--- src/rtl/med_pkg.sv ---
// ----------------------------------------------------------------------------
// med_pkg
// Shared types and defaults for the multi-channel event detector.
//   det_mode_e : per-channel detection mode (HIGH, RISE, FALL, BOTH)
//   DEF_*      : default parameter values used by the top level
//   mode_hit() : whether a filtered-level update to 'level' counts as an event
//                in the given mode
// ----------------------------------------------------------------------------
package med_pkg;

  typedef enum logic [1:0] {
    MODE_HIGH = 2'b00,
    MODE_RISE = 2'b01,
    MODE_FALL = 2'b10,
    MODE_BOTH = 2'b11
  } det_mode_e;

  localparam int DEF_NUM_CH      = 4;
  localparam int DEF_SYNC_STAGES = 2;
  localparam int DEF_FILT_W      = 4;

  // HIGH mode only flags an update towards 1, the same as RISE; the two
  // differ in how the detect output is driven, not in what sets status.
  function automatic logic mode_hit(input det_mode_e mode, input logic level);
    case (mode)
      MODE_HIGH: return level;
      MODE_RISE: return level;
      MODE_FALL: return !level;
      default:   return 1'b1;
    endcase
  endfunction

endpackage

--- src/rtl/med_channel.sv ---
// ----------------------------------------------------------------------------
// med_channel
// One detector channel: synchroniser chain, debounce filter and mode detector.
// Ports:
//   clk, rst   : clock, synchronous active-high reset
//   en         : global enable; when low the filter tracks the input silently
//   sig_in     : raw asynchronous input
//   mode       : detection mode for this channel
//   filt_len   : debounce length L (input must disagree for L+1 cycles)
//   evt        : registered detect output (level in HIGH, pulse otherwise)
//   set_pulse  : combinational, high on the edge that should set status
// ----------------------------------------------------------------------------
module med_channel
  import med_pkg::*;
#(
  parameter int SYNC_STAGES = DEF_SYNC_STAGES,
  parameter int FILT_W      = DEF_FILT_W
) (
  input  logic              clk,
  input  logic              rst,
  input  logic              en,
  input  logic              sig_in,
  input  det_mode_e         mode,
  input  logic [FILT_W-1:0] filt_len,
  output logic              evt,
  output logic              set_pulse
);

  logic [SYNC_STAGES-1:0] sync_q;
  logic                   s;
  logic                   f_q;
  logic [FILT_W-1:0]      cnt_q;
  logic                   upd;
  logic                   f_nxt;
  logic                   hit;

  assign s = sync_q[SYNC_STAGES-1];

  // '>=' rather than '==' so that shrinking filt_len below a running count
  // still lets the pending update through on the next edge.
  always_comb begin
    upd       = 1'b0;
    f_nxt     = f_q;
    hit       = 1'b0;
    if (!en) begin
      f_nxt = s;
    end else if ((s != f_q) && (cnt_q >= filt_len)) begin
      upd   = 1'b1;
      f_nxt = s;
    end
    hit       = upd && mode_hit(mode, s);
    set_pulse = hit;
  end

  always_ff @(posedge clk) begin
    if (rst) begin
      sync_q <= '0;
      f_q    <= 1'b0;
      cnt_q  <= '0;
      evt    <= 1'b0;
    end else begin
      sync_q[0] <= sig_in;
      for (int i = 1; i < SYNC_STAGES; i++) begin
        sync_q[i] <= sync_q[i-1];
      end
      f_q <= f_nxt;
      if (!en || (s == f_q) || upd) begin
        cnt_q <= '0;
      end else begin
        cnt_q <= cnt_q + 1'b1;
      end
      // HIGH mode follows the post-update level so it shares edge-mode latency.
      if (!en) begin
        evt <= 1'b0;
      end else if (mode == MODE_HIGH) begin
        evt <= f_nxt;
      end else begin
        evt <= hit;
      end
    end
  end

endmodule

--- src/rtl/multi_event_detector.sv ---
// ----------------------------------------------------------------------------
// multi_event_detector
// NUM_CH synchronised, debounced event detectors with sticky status and a
// masked interrupt.
// Ports:
//   i_clk, i_rst : clock, synchronous active-high reset
//   i_en         : global enable
//   i_sig_in     : raw asynchronous inputs, one per channel
//   i_mode       : 2 bits per channel, channel c at [2c+1:2c]
//   i_filt_len   : shared debounce length
//   i_clr        : write-1-to-clear for o_status (a same-cycle set wins)
//   i_int_en     : per-channel interrupt mask
//   o_event      : per-channel registered detect output
//   o_status     : sticky event flags
//   o_irq        : OR of masked status
// ----------------------------------------------------------------------------
module multi_event_detector
  import med_pkg::*;
#(
  parameter int NUM_CH      = DEF_NUM_CH,
  parameter int SYNC_STAGES = DEF_SYNC_STAGES,
  parameter int FILT_W      = DEF_FILT_W
) (
  input  logic                  i_clk,
  input  logic                  i_rst,
  input  logic                  i_en,
  input  logic [NUM_CH-1:0]     i_sig_in,
  input  logic [2*NUM_CH-1:0]   i_mode,
  input  logic [FILT_W-1:0]     i_filt_len,
  input  logic [NUM_CH-1:0]     i_clr,
  input  logic [NUM_CH-1:0]     i_int_en,
  output logic [NUM_CH-1:0]     o_event,
  output logic [NUM_CH-1:0]     o_status,
  output logic                  o_irq
);

  logic [NUM_CH-1:0] set_vec;

  for (genvar c = 0; c < NUM_CH; c++) begin : g_ch
    med_channel #(
      .SYNC_STAGES (SYNC_STAGES),
      .FILT_W      (FILT_W)
    ) u_ch (
      .clk       (i_clk),
      .rst       (i_rst),
      .en        (i_en),
      .sig_in    (i_sig_in[c]),
      .mode      (det_mode_e'(i_mode[2*c +: 2])),
      .filt_len  (i_filt_len),
      .evt       (o_event[c]),
      .set_pulse (set_vec[c])
    );
  end

  always_ff @(posedge i_clk) begin
    if (i_rst) begin
      o_status <= '0;
    end else begin
      o_status <= (o_status & ~i_clr) | set_vec;
    end
  end

  assign o_irq = |(o_status & i_int_en);

endmodule

--- config.mk ---
export PLATFORM = sky130hd
export DESIGN_NAME = multi_event_detector
export DESIGN_NICKNAME = d
export VERILOG_FILES = /design/src/rtl/med_pkg.sv /design/src/rtl/med_channel.sv /design/src/rtl/multi_event_detector.sv
export SDC_FILE = /design/constraint.sdc
export NUM_CORES = 1
export LEC_CHECK = 0
export BUFFER_PORTS_ARGS = -buffer_cell sky130_fd_sc_hd__buf_2
export CAP_MARGIN = 20
export CELL_PAD_IN_SITES_DETAIL_PLACEMENT = 0
export CELL_PAD_IN_SITES_GLOBAL_PLACEMENT = 2
export CORE_ASPECT_RATIO = 0.6
export CORE_MARGIN = 3
export CORE_UTILIZATION = 30
export DETAILED_ROUTE_END_ITERATION = 10
export PLACE_DENSITY_LB_ADDON = 0.3
export REMOVE_ABC_BUFFERS = 1
export SKIP_LAST_GASP = 1
export SLEW_MARGIN = 10
export SYNTH_ARGS = -nofsm -noshare
export SYNTH_HDL_FRONTEND = slang
export SYNTH_SLANG_ARGS = --single-unit
export TNS_END_PERCENT = 100
--- constraint.sdc ---
create_clock -name i_clk -period 1.7 [get_ports i_clk]
set_clock_uncertainty 0.05 [all_clocks]
set_input_delay 0.085 -clock i_clk [delete_from_list [all_inputs] [get_ports i_clk]]
set_output_delay 0.085 -clock i_clk [all_outputs]
set_load 0.02 [all_outputs]
# Word-level counts from Yosys, hierarchy flattened
# Cells that the tools add are included.
dict set report classes {
  addsub 4
  magnitude_cmp 4
  n_eq_ne 16
  mux 24
  n_bitwise 5
  n_reduce_logical 35
}
# operator n
set ops {}
lappend ops {{1-bit two-way mux} 20}
lappend ops {{2-bit OR reduction} 9}
lappend ops {{4-bit by 1-bit adder with 4-bit output (second input constant)} 4}
lappend ops {{4-bit >= comparator} 4}
lappend ops {{4-bit bitwise AND} 2}
lappend ops {{2-bit by 1-bit == test with 1-bit output (second input constant)} 4}
lappend ops {{2-bit == test (second input constant)} 4}
lappend ops {{1-bit logical AND} 8}
lappend ops {{2-bit logical NOT} 4}
lappend ops {{1-bit logical OR} 8}
lappend ops {{1-bit one-hot mux with 2 select lines} 4}
lappend ops {{1-bit logical NOT} 5}
lappend ops {{1-bit == test} 4}
lappend ops {{1-bit inequality test} 4}
lappend ops {{4-bit NOT} 1}
lappend ops {{4-bit bitwise OR} 1}
lappend ops {{4-bit OR reduction} 1}
lappend ops {{1-bit NOT} 1}
dict set report word_totals {
  register_bits 36
  inputBits 27
  output_inout_bits 9
  elab_cells 105
}

# Logic depth before layout (Yosys ltp)
dict set report depth {
  word_depth 6
  ltp_mapped 6
  ltp_nobuf 6
}

# Cells and area by module
# A second synthesis with hierarchy kept.
dict set report unflattened {
  hier_cells 199
  area_unflattened_um2 1830.5
}
# mod instances cells_each area_each_um2 seq_area_each_um2
set by_module_without_submodules {}
lappend by_module_without_submodules {med_channel 4 45 417.9 160.2}
lappend by_module_without_submodules {multi_event_detector 1 19 158.9 80.1}

# Worst setup path before layout
# No wires, ideal clock.
dict set report synth_timing {
  path_kind {flip-flop to flip-flop}
  startpoint {reg g_ch[3].u_ch.cnt_q[0]}
  endpoint {reg g_ch[3].u_ch.cnt_q[2]}
  setup_time_ps 64
  arrival_ps 1445
  required_ps 1586
  setup_slack_ps 141
  stages_incl_launch_ff 7
  n_path_buf 0
  synth_period_minus_slack_ps 1559
  cell_sequence {dfxtp_1 > inv_1 > ha_1 > nor3b_2 > o21ai_2 > or3_4 > nor2_1}
}
dict set report synth_via {
  elab_chain_cells 6
  word_cells_on_any_way 7
  cone_classes {1 x add/sub; 1 x order compare; 2 x mux; 3 x reduce/logical}
}
# element line_no
set synth_rtl {}
lappend synth_rtl {{start: declaration} med_channel.sv:32} ;# logic [FILT_W-1:0] cnt_q;
lappend synth_rtl {{start signal: assignment} med_channel.sv:70} ;# cnt_q <= cnt_q + 1'b1;
lappend synth_rtl {{4-bit >= comparator} med_channel.sv:47} ;# end else if ((s != f_q) && (cnt_q >= filt_len)) begin
lappend synth_rtl {{1-bit logical AND} med_channel.sv:47}
lappend synth_rtl {{1-bit two-way mux} med_channel.sv:47}
lappend synth_rtl {{1-bit two-way mux} med_channel.sv:45} ;# if (!en) begin
lappend synth_rtl {{1-bit logical OR} med_channel.sv:67} ;# if (!en || (s == f_q) || upd) begin
lappend synth_rtl {{2-bit OR reduction (no source line)} n/a}
# Several ways; a longest one is shown, not always the timed one.
# A chain may end at the register's enable or synchronous reset.

# Worst setup path in the final report
dict set report layout_timing {
  startpoint {reg g_ch[1].u_ch.cnt_q[3]}
  endpoint {reg g_ch[1].u_ch.cnt_q[2]}
}
dict set report layout_via {
  elab_chain_cells 6
}
# element line_no
set layout_rtl {}
lappend layout_rtl {{start: declaration} med_channel.sv:32}
lappend layout_rtl {{start signal: assignment} med_channel.sv:70}
lappend layout_rtl {{4-bit >= comparator} med_channel.sv:47}
lappend layout_rtl {{1-bit logical AND} med_channel.sv:47}
lappend layout_rtl {{1-bit two-way mux} med_channel.sv:47}
lappend layout_rtl {{1-bit two-way mux} med_channel.sv:45}
lappend layout_rtl {{1-bit logical OR} med_channel.sv:67}
lappend layout_rtl {{2-bit OR reduction (no source line)} n/a}
# Every way passes these cells.

==> impl_metrics.ini <==
[status]
status = completed

[floorplan]
dieHeight_um = 66.05
dieArea_mm2 = 0.007007
coreArea_mm2 = 0.005702
die_width_um = 106.1
num_rows = 21
initial_core_util_pct = 31.62
ios = 36

[layout]
most-common-layout-cells = buf_2 (35), dfxtp_1 (30), nor2_1 (27)
drive_above_1_share_pct = 29.11
multi_input_area_mm2 = 0.001011
fill_cells = 580
antenna_cells = 0
syn2layout_area_growth_pct = 25.19
layout_commonest_cell = buf_2
regArea_um2 = 728.2
fin_nets = 283
final_cell_area_mm2 = 0.002257

[yosys]
synth_area_mm2 = 0.001803
syn_avg_cell_area_um2 = 9.540
ys_seq_area_share_pct = 39.97
ys.flop_type = dfxtp_1
yosys_warnings = 0
synth_edf_count = 0
synthDistinctLibCells = 27
yosys_register_bits = 36
async_flop_share_pct = 0
syn_inst = 189

[sta]
rsz0062_at_grt = true
slew_viol_final = 0
fmax_mhz = 621.3
worst_hold_slack_ns = 0.03614
hold_viol_final = 0
period_needed_ns = 1.609
final-setup-viol-count = 0
setup_ws_ns = 0.09051
tightest_slew_ns = 0.3218
relSlewSlack_pct = 78.32
period_share_pct = 94.68

[placement]
routabilityCongestion = 0.7522
dp_slack_ns = 0.03791
placed_cell_area_mm2 = 0.002077
numPortBuffers = 35
dp_hpwl_um = 2763

[clock_tree]
cts-buffers-inserted = 5
h-tree-depth = 2
root_buffer = clkbuf_8
clkTransAtPathRegs_ns = 0.07
cts.sinks = 36
cts_tree = built
clock_latency_ns = 0.29
cts_buffer_depth = 2

[routing]
first_pass_iters = 4
wirelength_um = 3616
drt-initial-drc-count = 40
ant_nets = 0
avgRoutedWirePerCell_um = 11.41
viasPerCell = 4.341
via_count = 1376
route.detailed.drc = 0

[power_and_ir_drop]
peakVddDrop_mv = 0.2292
finalPower_w = 0.001683
cellLeakagePower_nw = 0.9663
p_per_area_mw_per_mm2 = 745.5

[global_route]
grtUsageMet2_pct = 13.49
antenna_found_initial = 0
track_usage_pct = 11.22
grt_pass1_wl_um = 5982
grt_max_degree = 17
grt_busiest_layer = met1
use_met3_pct = 3.610
grtUsageMet1_pct = 17.66
grt_overflow = 0
grt_pass1_vias = 1241

[job]
cap_violations = 0

[critical_path]
reg2reg_slack_ns = 0.09
r2r-start = g_ch[1].u_ch.cnt_q[3]
required_ns = 1.88
timing.rr.end = g_ch[1].u_ch.cnt_q[2]
endpoint_kind = register
cp-start-kind = register
critPathKind = register to register
cp_max_fo = 4
reg2reg_depth = 5
arrival_ns = 1.79

[worst_hold_path]
worstHoldStart = i_clr[2]
hold_path_class = input port to register
min_to = o_status[2]
worstHoldPathCells = 4
-- repair_timing --
action | CTS | global route
buffers inserted | 0 | 2
hold endpoints to repair | 4 | 0
hold buffers | 4 | 0
setup endpoints to repair | 0 | 19
resized for setup | 0 | 10
-- sequential cells by signal (all words and copies together), names as in the netlist --
signal,flops
g_ch.u_ch.cnt_q,16
g_ch.u_ch.sync_q,8
g_ch.u_ch.evt,4
g_ch.u_ch.f_q,4
o_status,4
-- metrics by stage --
| stage | setup TNS (ns) | instances | util, % |
|---|---|---|---|
| 2_1_floorplan | 0 | 183 | - |
| 3_3_place_gp | 0 | 303 | 36.43 |
| 3_5_place_dp | 0 | 303 | 36.43 |
| 4_1_cts | 0 | 315 | 38.78 |
| 5_1_grt | -0.02094 | 317 | 39.59 |
| 6_report | 0 | 317 | 39.59 |
-- kinds of logic (layout without fill, tap and decap cells) --
| kind of cell | Yosys count | in the layout | share of synthesized area, % |
|---|---|---|---|
| and+or+nand+nor | 62 | 62 | 20.12 |
| DFF | 36 | 36 | 39.97 |
| AOI/OAI and AO/OA | 34 | 34 | 12.70 |
| buffers and inverters | 21 | 69 | 5.273 |
| adders and majority gates | 20 | 20 | 13.88 |
| xor gates and xnor gates | 12 | 12 | 5.829 |
| muxes | 4 | 4 | 2.221 |
-- critical path, stage by stage (launching register included) --
cell and delay [ns]:
dfxtp_1 0.33, ha_1 0.29, a21oi_1 0.23, o21ai_1 0.13, or3_4 0.41, nor2_1 0.10
-- power breakdown --
| part | leakage [nW] | internal (W) | switching [W] |
|---|---|---|---|
| clock | 0.0445 | 0.000329 | 0.000311 |
| sequential | 0.295 | 0.000860 | 0.0000107 |
| combinational | 0.626 | 0.0000858 | 0.0000866 |
-- worst max-delay path by stage --
stage	startpoint	endpoint	slack [ns]	cells past startpoint
2_1_floorplan	g_ch[3].u_ch.cnt_q[0]	g_ch[3].u_ch.cnt_q[2]	0.14	6
3_3_place_gp	g_ch[3].u_ch.cnt_q[0]	g_ch[3].u_ch.cnt_q[1]	0.06	6
3_5_place_dp	g_ch[3].u_ch.cnt_q[0]	g_ch[3].u_ch.cnt_q[3]	0.04	6
4_1_cts	g_ch[3].u_ch.cnt_q[0]	g_ch[3].u_ch.cnt_q[3]	0.02	6
5_1_grt	g_ch[3].u_ch.cnt_q[0]	g_ch[3].u_ch.evt	-0.02	6
6_report	g_ch[1].u_ch.cnt_q[3]	g_ch[1].u_ch.cnt_q[2]	0.09	5
-- per-layer routing --
layer / wire (um) / part of all wire [%]
met1: 2160 / 60
met2: 1258 / 35
met3: 159 / 4.4
met4: 38 / 1.1
met5: 0 / 0
-- layout make-up --
class | instances | area share [%]
flip-flops and latches | 36 | 32.26
inverters | 15 | 2.494
clock buffers | 7 | 3.825
well taps | 80 | 4.435
repair buffers | 46 | 11.86
clock inverters | 1 | 0.3326
multi-input cells | 132 | 44.79
-- Yosys cell counts (2+ instances only) --
cell | number | area share, %
a31oi_1 | 4 | 1.4
dfxtp_1 | 36 | 40
nand2b_1 | 4 | 1.4
a22oi_1 | 2 | 0.83
o211ai_1 | 8 | 3.3
nor3b_2 | 4 | 2.8
nor2_1 | 28 | 5.8
ha_1 | 20 | 14
nand3_1 | 4 | 1.1
o21ai_1 | 3 | 0.83
xor2_1 | 4 | 1.9
buf_4 | 4 | 1.7
or3_4 | 4 | 2.5
xnor2_1 | 8 | 3.9
o21ai_0 | 4 | 1.1
mux2i_1 | 4 | 2.2
nand3b_1 | 4 | 1.7
nor2b_1 | 12 | 4.2
a21oi_1 | 4 | 1.1
a32oi_1 | 4 | 1.9
a211oi_1 | 4 | 1.7
inv_1 | 15 | 3.1
(Power assumes the default switching activity.)
